## config.mk

```make
export PLATFORM = sky130hd
export DESIGN_NAME = fp32_norm_seq
export DESIGN_NICKNAME = d
export VERILOG_FILES = /design/src/rtl/fp32_pkg.sv /design/src/rtl/mux32.sv /design/src/rtl/fp32_norm_seq.sv
export SDC_FILE = /design/constraint.sdc
export NUM_CORES = 1
export LEC_CHECK = 0
export ABC_AREA = 1
export BUFFER_PORTS_ARGS = -buffer_cell sky130_fd_sc_hd__buf_2
export CAP_MARGIN = 0
export CORE_UTILIZATION = 35
export CTS_CLUSTER_SIZE = 30
export DETAILED_ROUTE_END_ITERATION = 7
export PLACE_DENSITY = 0.64
export SYNTH_ARGS = -nofsm -noshare
export SYNTH_HDL_FRONTEND = slang
export SYNTH_SLANG_ARGS = --single-unit
```

## constraint.sdc

```tcl
create_clock -name clk -period 6.5 [get_ports clk]
set_clock_uncertainty 0.15 [all_clocks]
set_input_delay 0.975 -clock clk [delete_from_list [all_inputs] [get_ports clk]]
set_output_delay 0.975 -clock clk [all_outputs]
set_load 0.02 [all_outputs]
```

## src/rtl/fp32_pkg.sv

```systemverilog
// fp32_pkg: shared types and constants for the FP32 normalizer datapath
package fp32_pkg;

    typedef enum logic [1:0] {
        IDLE,
        SCAN,
        DONE
    } state_t;

    localparam int MAG_W   = 32;
    localparam int LZ_W    = 6;
    localparam int LZ_ZERO = 32;

endpackage

```

## src/rtl/mux32.sv

```systemverilog
// mux32: 32:1 single-bit select
module mux32 (
    input  logic [31:0] i,
    input  logic [4:0]  s,
    output logic        o
);

    assign o = i[s];

endmodule

```

## src/rtl/fp32_norm_seq.sv

```systemverilog
// fp32_norm_seq: bit-serial leading-one normalizer with exponent adjust and underflow clamp
module fp32_norm_seq
    import fp32_pkg::*;
#(
    parameter int EXP_W = 8
) (
    input  logic             clk,
    input  logic             rst,
    input  logic             in_valid,
    output logic             in_ready,
    input  logic [31:0]      in_mag,
    input  logic [EXP_W-1:0] in_exp,
    output logic             out_valid,
    input  logic             out_ready,
    output logic [31:0]      out_mag,
    output logic [EXP_W-1:0] out_exp,
    output logic [5:0]       out_lz,
    output logic             out_zero,
    output logic             out_uflow
);

    state_t             state_q, state_d;
    logic [MAG_W-1:0]   mag_q, mag_d;
    logic [EXP_W-1:0]   exp_q, exp_d;
    logic [4:0]         idx_q, idx_d;
    logic               out_valid_q, out_valid_d;
    logic [MAG_W-1:0]   out_mag_q, out_mag_d;
    logic [EXP_W-1:0]   out_exp_q, out_exp_d;
    logic [LZ_W-1:0]    out_lz_q, out_lz_d;
    logic               out_zero_q, out_zero_d;
    logic               out_uflow_q, out_uflow_d;
    logic               probe;
    logic [LZ_W-1:0]    lz;
    logic [EXP_W:0]     lz_ext;

    mux32 u_mux (
        .i (mag_q),
        .s (idx_q),
        .o (probe)
    );

    assign in_ready  = (state_q == IDLE) && !rst;
    assign out_valid = out_valid_q;
    assign out_mag   = out_mag_q;
    assign out_exp   = out_exp_q;
    assign out_lz    = out_lz_q;
    assign out_zero  = out_zero_q;
    assign out_uflow = out_uflow_q;

    // next-state: capture in IDLE, probe one bit per cycle in SCAN, hold result in DONE
    always_comb begin
        state_d     = state_q;
        mag_d       = mag_q;
        exp_d       = exp_q;
        idx_d       = idx_q;
        out_valid_d = out_valid_q;
        out_mag_d   = out_mag_q;
        out_exp_d   = out_exp_q;
        out_lz_d    = out_lz_q;
        out_zero_d  = out_zero_q;
        out_uflow_d = out_uflow_q;
        lz          = {1'b0, 5'd31 - idx_q};
        lz_ext      = (EXP_W+1)'(lz);
        case (state_q)
            IDLE: begin
                if (in_valid && in_ready) begin
                    mag_d = in_mag;
                    exp_d = in_exp;
                    idx_d = 5'd31;
                    if (in_mag == '0) begin
                        state_d     = DONE;
                        out_valid_d = 1'b1;
                        out_zero_d  = 1'b1;
                        out_lz_d    = LZ_W'(LZ_ZERO);
                        out_mag_d   = '0;
                        out_exp_d   = '0;
                        out_uflow_d = 1'b0;
                    end else begin
                        state_d = SCAN;
                    end
                end
            end
            SCAN: begin
                if (probe) begin
                    state_d     = DONE;
                    out_valid_d = 1'b1;
                    out_zero_d  = 1'b0;
                    out_lz_d    = lz;
                    // a shift past the exponent would go below zero, so clamp to a denormal
                    out_uflow_d = lz_ext >= {1'b0, exp_q};
                    out_exp_d   = out_uflow_d ? '0 : exp_q - EXP_W'(lz);
                    out_mag_d   = out_uflow_d ? mag_q << exp_q[4:0] : mag_q << lz;
                end else begin
                    idx_d = idx_q - 5'd1;
                end
            end
            DONE: begin
                if (out_ready) begin
                    state_d     = IDLE;
                    out_valid_d = 1'b0;
                end
            end
            default: state_d = IDLE;
        endcase
    end

    // state and result registers with synchronous reset
    always_ff @(posedge clk) begin
        if (rst) begin
            state_q     <= IDLE;
            mag_q       <= '0;
            exp_q       <= '0;
            idx_q       <= 5'd31;
            out_valid_q <= 1'b0;
            out_mag_q   <= '0;
            out_exp_q   <= '0;
            out_lz_q    <= '0;
            out_zero_q  <= 1'b0;
            out_uflow_q <= 1'b0;
        end else begin
            state_q     <= state_d;
            mag_q       <= mag_d;
            exp_q       <= exp_d;
            idx_q       <= idx_d;
            out_valid_q <= out_valid_d;
            out_mag_q   <= out_mag_d;
            out_exp_q   <= out_exp_d;
            out_lz_q    <= out_lz_d;
            out_zero_q  <= out_zero_d;
            out_uflow_q <= out_uflow_d;
        end
    end

endmodule
```

==> flow_summary_export.csv <==
group,metric,value,unit
synth,netlist_area,5637,um^2
floorplan,dieArea,16620,um^2
critical_path,required,6.57,ns
clocking,post_cts_buffers,0,
clocking,cts_buffers,9,
timing,min_period_over_period,0.7158,
floorplan,die_w,128.9,um
timing,fmax,214.9,MHz
synth,async_reset_ff_frac,0,
timing,max_slew_margin,0.3844,
finish,fill_cells,1739,
finish,multi_input_area,3202,um^2
pwr,power_density,570.1,nW/um^2
clocking,h-tree-depth,3,
outcome,status,"finished, final reports clean",
clocking,clockBufferDepth,2,
pwr,ir_drop,257.0,uV
critical_path,critical_path_depth,19,
finish,area_delta_synth_final,14.61,%
timing,period_needed,4.653,ns
floorplan,die_h,128.9,um
synth,synthDistinctLibCells,32,
timing,setup_tns,0,ns
floorplan,start_util,0.3561,
flow_run,maxCapViolCount,0,
synth,synth.ff_latch_count,95,
critical_path,cp.buffers_inverters,2,
worst_hold_path,min_path_cells,2,
grt,grt_pass1_wl,28550,um
floorplan,core-area,15830,um^2
synth,synth_largest_area_cell,"dfxtp_1",
worst_hold_path,hp-class,"flip-flop to flip-flop",
routing,ant_nets,0,
critical_path,cp-endpoint,"out_mag[23]",
clocking,clock-sinks,95,
critical_path,critPathTopFamily,"simple AND/OR/NAND/NOR gates",
critical_path,path_cells,"inv_1 > ha_1 > inv_1 > fa_1 > nand2_1 > nand2_1 > nand3_1 > nand2_2 > nand2_2 > nand2_2 > nand2_1 > nand2_1 > nand3_1 > nand3_1 > nand2_1 > nand3_1 > nand2_1 > a21oi_1 > nor2_1",
routing,wl_per_cell,15.74,um
place,io_buffers,93,
place,place_ws,1.920,ns
timing,worstMarginPinSlew,0.9212,ns
critical_path,start_kind,"flip-flop",
place,gp_congestion,0.9419,
finish,regArea,1902,um^2
synth,synth_edf_count,0,
clocking,cts_tree,"done",
critical_path,cpMostUsedCell,"nand2_1",
critical_path,cp.arrival,4.72,ns
timing,hold_viol,0,
critical_path,reg2reg_to,"out_mag[23]",
critical_path,crit_path_end_kind,"flip-flop",
synth,syn-num-nets,928,
timing,setup_viol,0,
grt,grt-ovfl-total,0,
synth,synth.area.top_cells,"dfxtp_1 (34%), nand3_1 (23%), nand2_1 (12%)",
floorplan,placementRows,46,
critical_path,rr_worst_depth,19,
routing,drt-total-wl,18150,um
critical_path,regToRegSetupSlack,1.85,ns
pwr,total_leakage_power,2.917,nW
synth,yosysSeqAreaShare,0.3374,
critical_path,path_class,"flip-flop to flip-flop",
routing,drc,0,
synth,syn_area_per_cell,6.427,um^2
grt,grt_max_degree,56,
clocking,cts.clk_slew.worst_paths,0.07,ns
floorplan,ios,94,
critical_path,rr_startpoint,"idx_q[0]",
grt,grt_pass1_vias,5450,
critical_path,critPathMaxStageDelay,0.86,ns
finish,drive_gt1_frac,0.1430,
synth,synth_top_area_frac,0.3374,
critical_path,slowest_stage,"dfxtp_1",
routing,dr.pass1.iters,7,
grt,grt_use_total,0.2220,
routing,viasPerCell,5.376,
synth,ys.flop_type,"dfxtp_1",
critical_path,worstSetupStartpoint,"idx_q[0]",
critical_path,critPathMaxFanout,29,
clocking,root_buffer,"clkbuf_16",
timing,hold_slack,0.3110,ns
timing,worst_slack,1.847,ns
finish,diodes,0,
clocking,holdBufCountCts,0,
synth,syn_inst,877,
finish,fin_util,0.4081,
pwr,power,0.003683,W
finish,layout.nets,983,
synth,ys_warn_count,0,
clocking,clk_latency,0.36,ns
timing,slew_viol_final,0,
place,place_hpwl,13230,um
grt,antenna_found_initial,0,
clocking,ctsResizeCount,0,
routing,vias,6199,
timing,rsz0062_at_grt,"no",
routing,drtIter0Drc,494,
==> flip-flops by register name, summed over array words and instances (netlist names) <==
name and count:
state_q 2, exp_q 8, out_lz 6, idx_q 5
mag_q 32, out_valid 1, out_uflow 1, out_exp 8
out_mag 32
==> cell type report <==
class,instances,share of cell area
multi-input combinational,660,0.4956
sequential,95,0.2944
timing repair buffer,100,0.08019
tap,216,0.04184
inverter,66,0.03835
clock buffer,10,0.03544
clock inverter,6,0.01414
==> worst register-to-register path: stages, from the launching register on <==
cell and delay (ns):
dfxtp_1 0.86, inv_1 0.40, ha_1 0.29, inv_1 0.08, fa_1 0.18, nand2_1 0.07, nand2_1 0.09, nand3_1 0.11
nand2_2 0.12, nand2_2 0.22, nand2_2 0.31, nand2_1 0.61, nand2_1 0.33, nand3_1 0.16, nand3_1 0.18, nand2_1 0.09
nand3_1 0.07, nand2_1 0.05, a21oi_1 0.11, nor2_1 0.05
==> cells in the mapped netlist (8+ instances only) <==
library cell / n
dfxtp_1: 95
nand2_1: 187
o21ai_0: 47
nor4_1: 8
inv_1: 59
nor2_1: 30
buf_2: 26
clkbuf_1: 18
buf_4: 9
a21oi_1: 73
nand3_1: 262
==> metal layers <==
metal / share of wire / up-vias / global-route usage
li1: - / 3115 / -
met1: 0.48 / 2856 / 0.3109
met5: 0 / - / 0
met4: 0.013 / 0 / 0.06574
met3: 0.061 / 25 / 0.04283
met2: 0.44 / 203 / 0.3437
==> layout by cell type (no fill, tap or decap), types with 2 or more instances in the layout <==
cell type / count
bufinv_16: 2
o21ai_0: 47
nor4_1: 8
clkinv_1: 2
inv_6: 2
o21ai_2: 3
dfxtp_1: 95
nand4_1: 7
inv_2: 5
nand2_1: 186
xor2_1: 3
clkbuf_16: 9
nor2_2: 2
o21ai_1: 4
ha_1: 6
a21oi_1: 73
nand3_1: 262
buf_2: 93
nor3_1: 3
o211ai_1: 7
nand2_2: 6
a22oi_1: 6
nor2_1: 30
inv_1: 59
buf_4: 7
==> logic make-up (layout without fill, tap and decap cells) <==
| kind of cell | count (synthesis) | in the layout | share of synthesized area |
|---|---|---|---|
| adder cells (fa/ha/maj) | 7 | 7 | 0.01687 |
| XOR/XNOR | 3 | 3 | 0.004662 |
| buffers and inverters | 122 | 182 | 0.09567 |
| AND/OR/NAND/NOR | 507 | 507 | 0.4084 |
| AO/OA/AOI/OAI | 143 | 143 | 0.1370 |
| flip-flops | 95 | 95 | 0.3374 |
==> worst min path at each step <==
stage / start / end / slack [ns]
2_1_floorplan: exp_q[2] / exp_q[2] / 0.30
3_3_place_gp: out_lz[1] / out_lz[1] / 0.30
3_5_place_dp: out_mag[9] / out_mag[9] / 0.30
4_1_cts: out_mag[9] / out_mag[9] / 0.31
5_1_grt: out_mag[8] / out_mag[8] / 0.34
6_report: out_lz[1] / out_lz[1] / 0.31
==> report_power, final <==
group | leakage, nW | internal, W | total, W | switching (W)
clock network | 0.157 | 0.000340 | 0.000582 | 0.000242
logic | 1.98 | 0.000673 | 0.00224 | 0.00157
registers | 0.776 | 0.000725 | 0.000862 | 0.000137
total | 2.92 | 0.00174 | 0.00368 | 0.00194
==> per-stage QoR <==
stage               instance area, um^2  cells
global route                       6460   1153
CTS                                6460   1153
global placement                   6140   1137
finish                             6460   1153
detailed placement                 6140   1137
floorplan                          5637    877
Note: power is estimated with default switching activity, not from simulation.
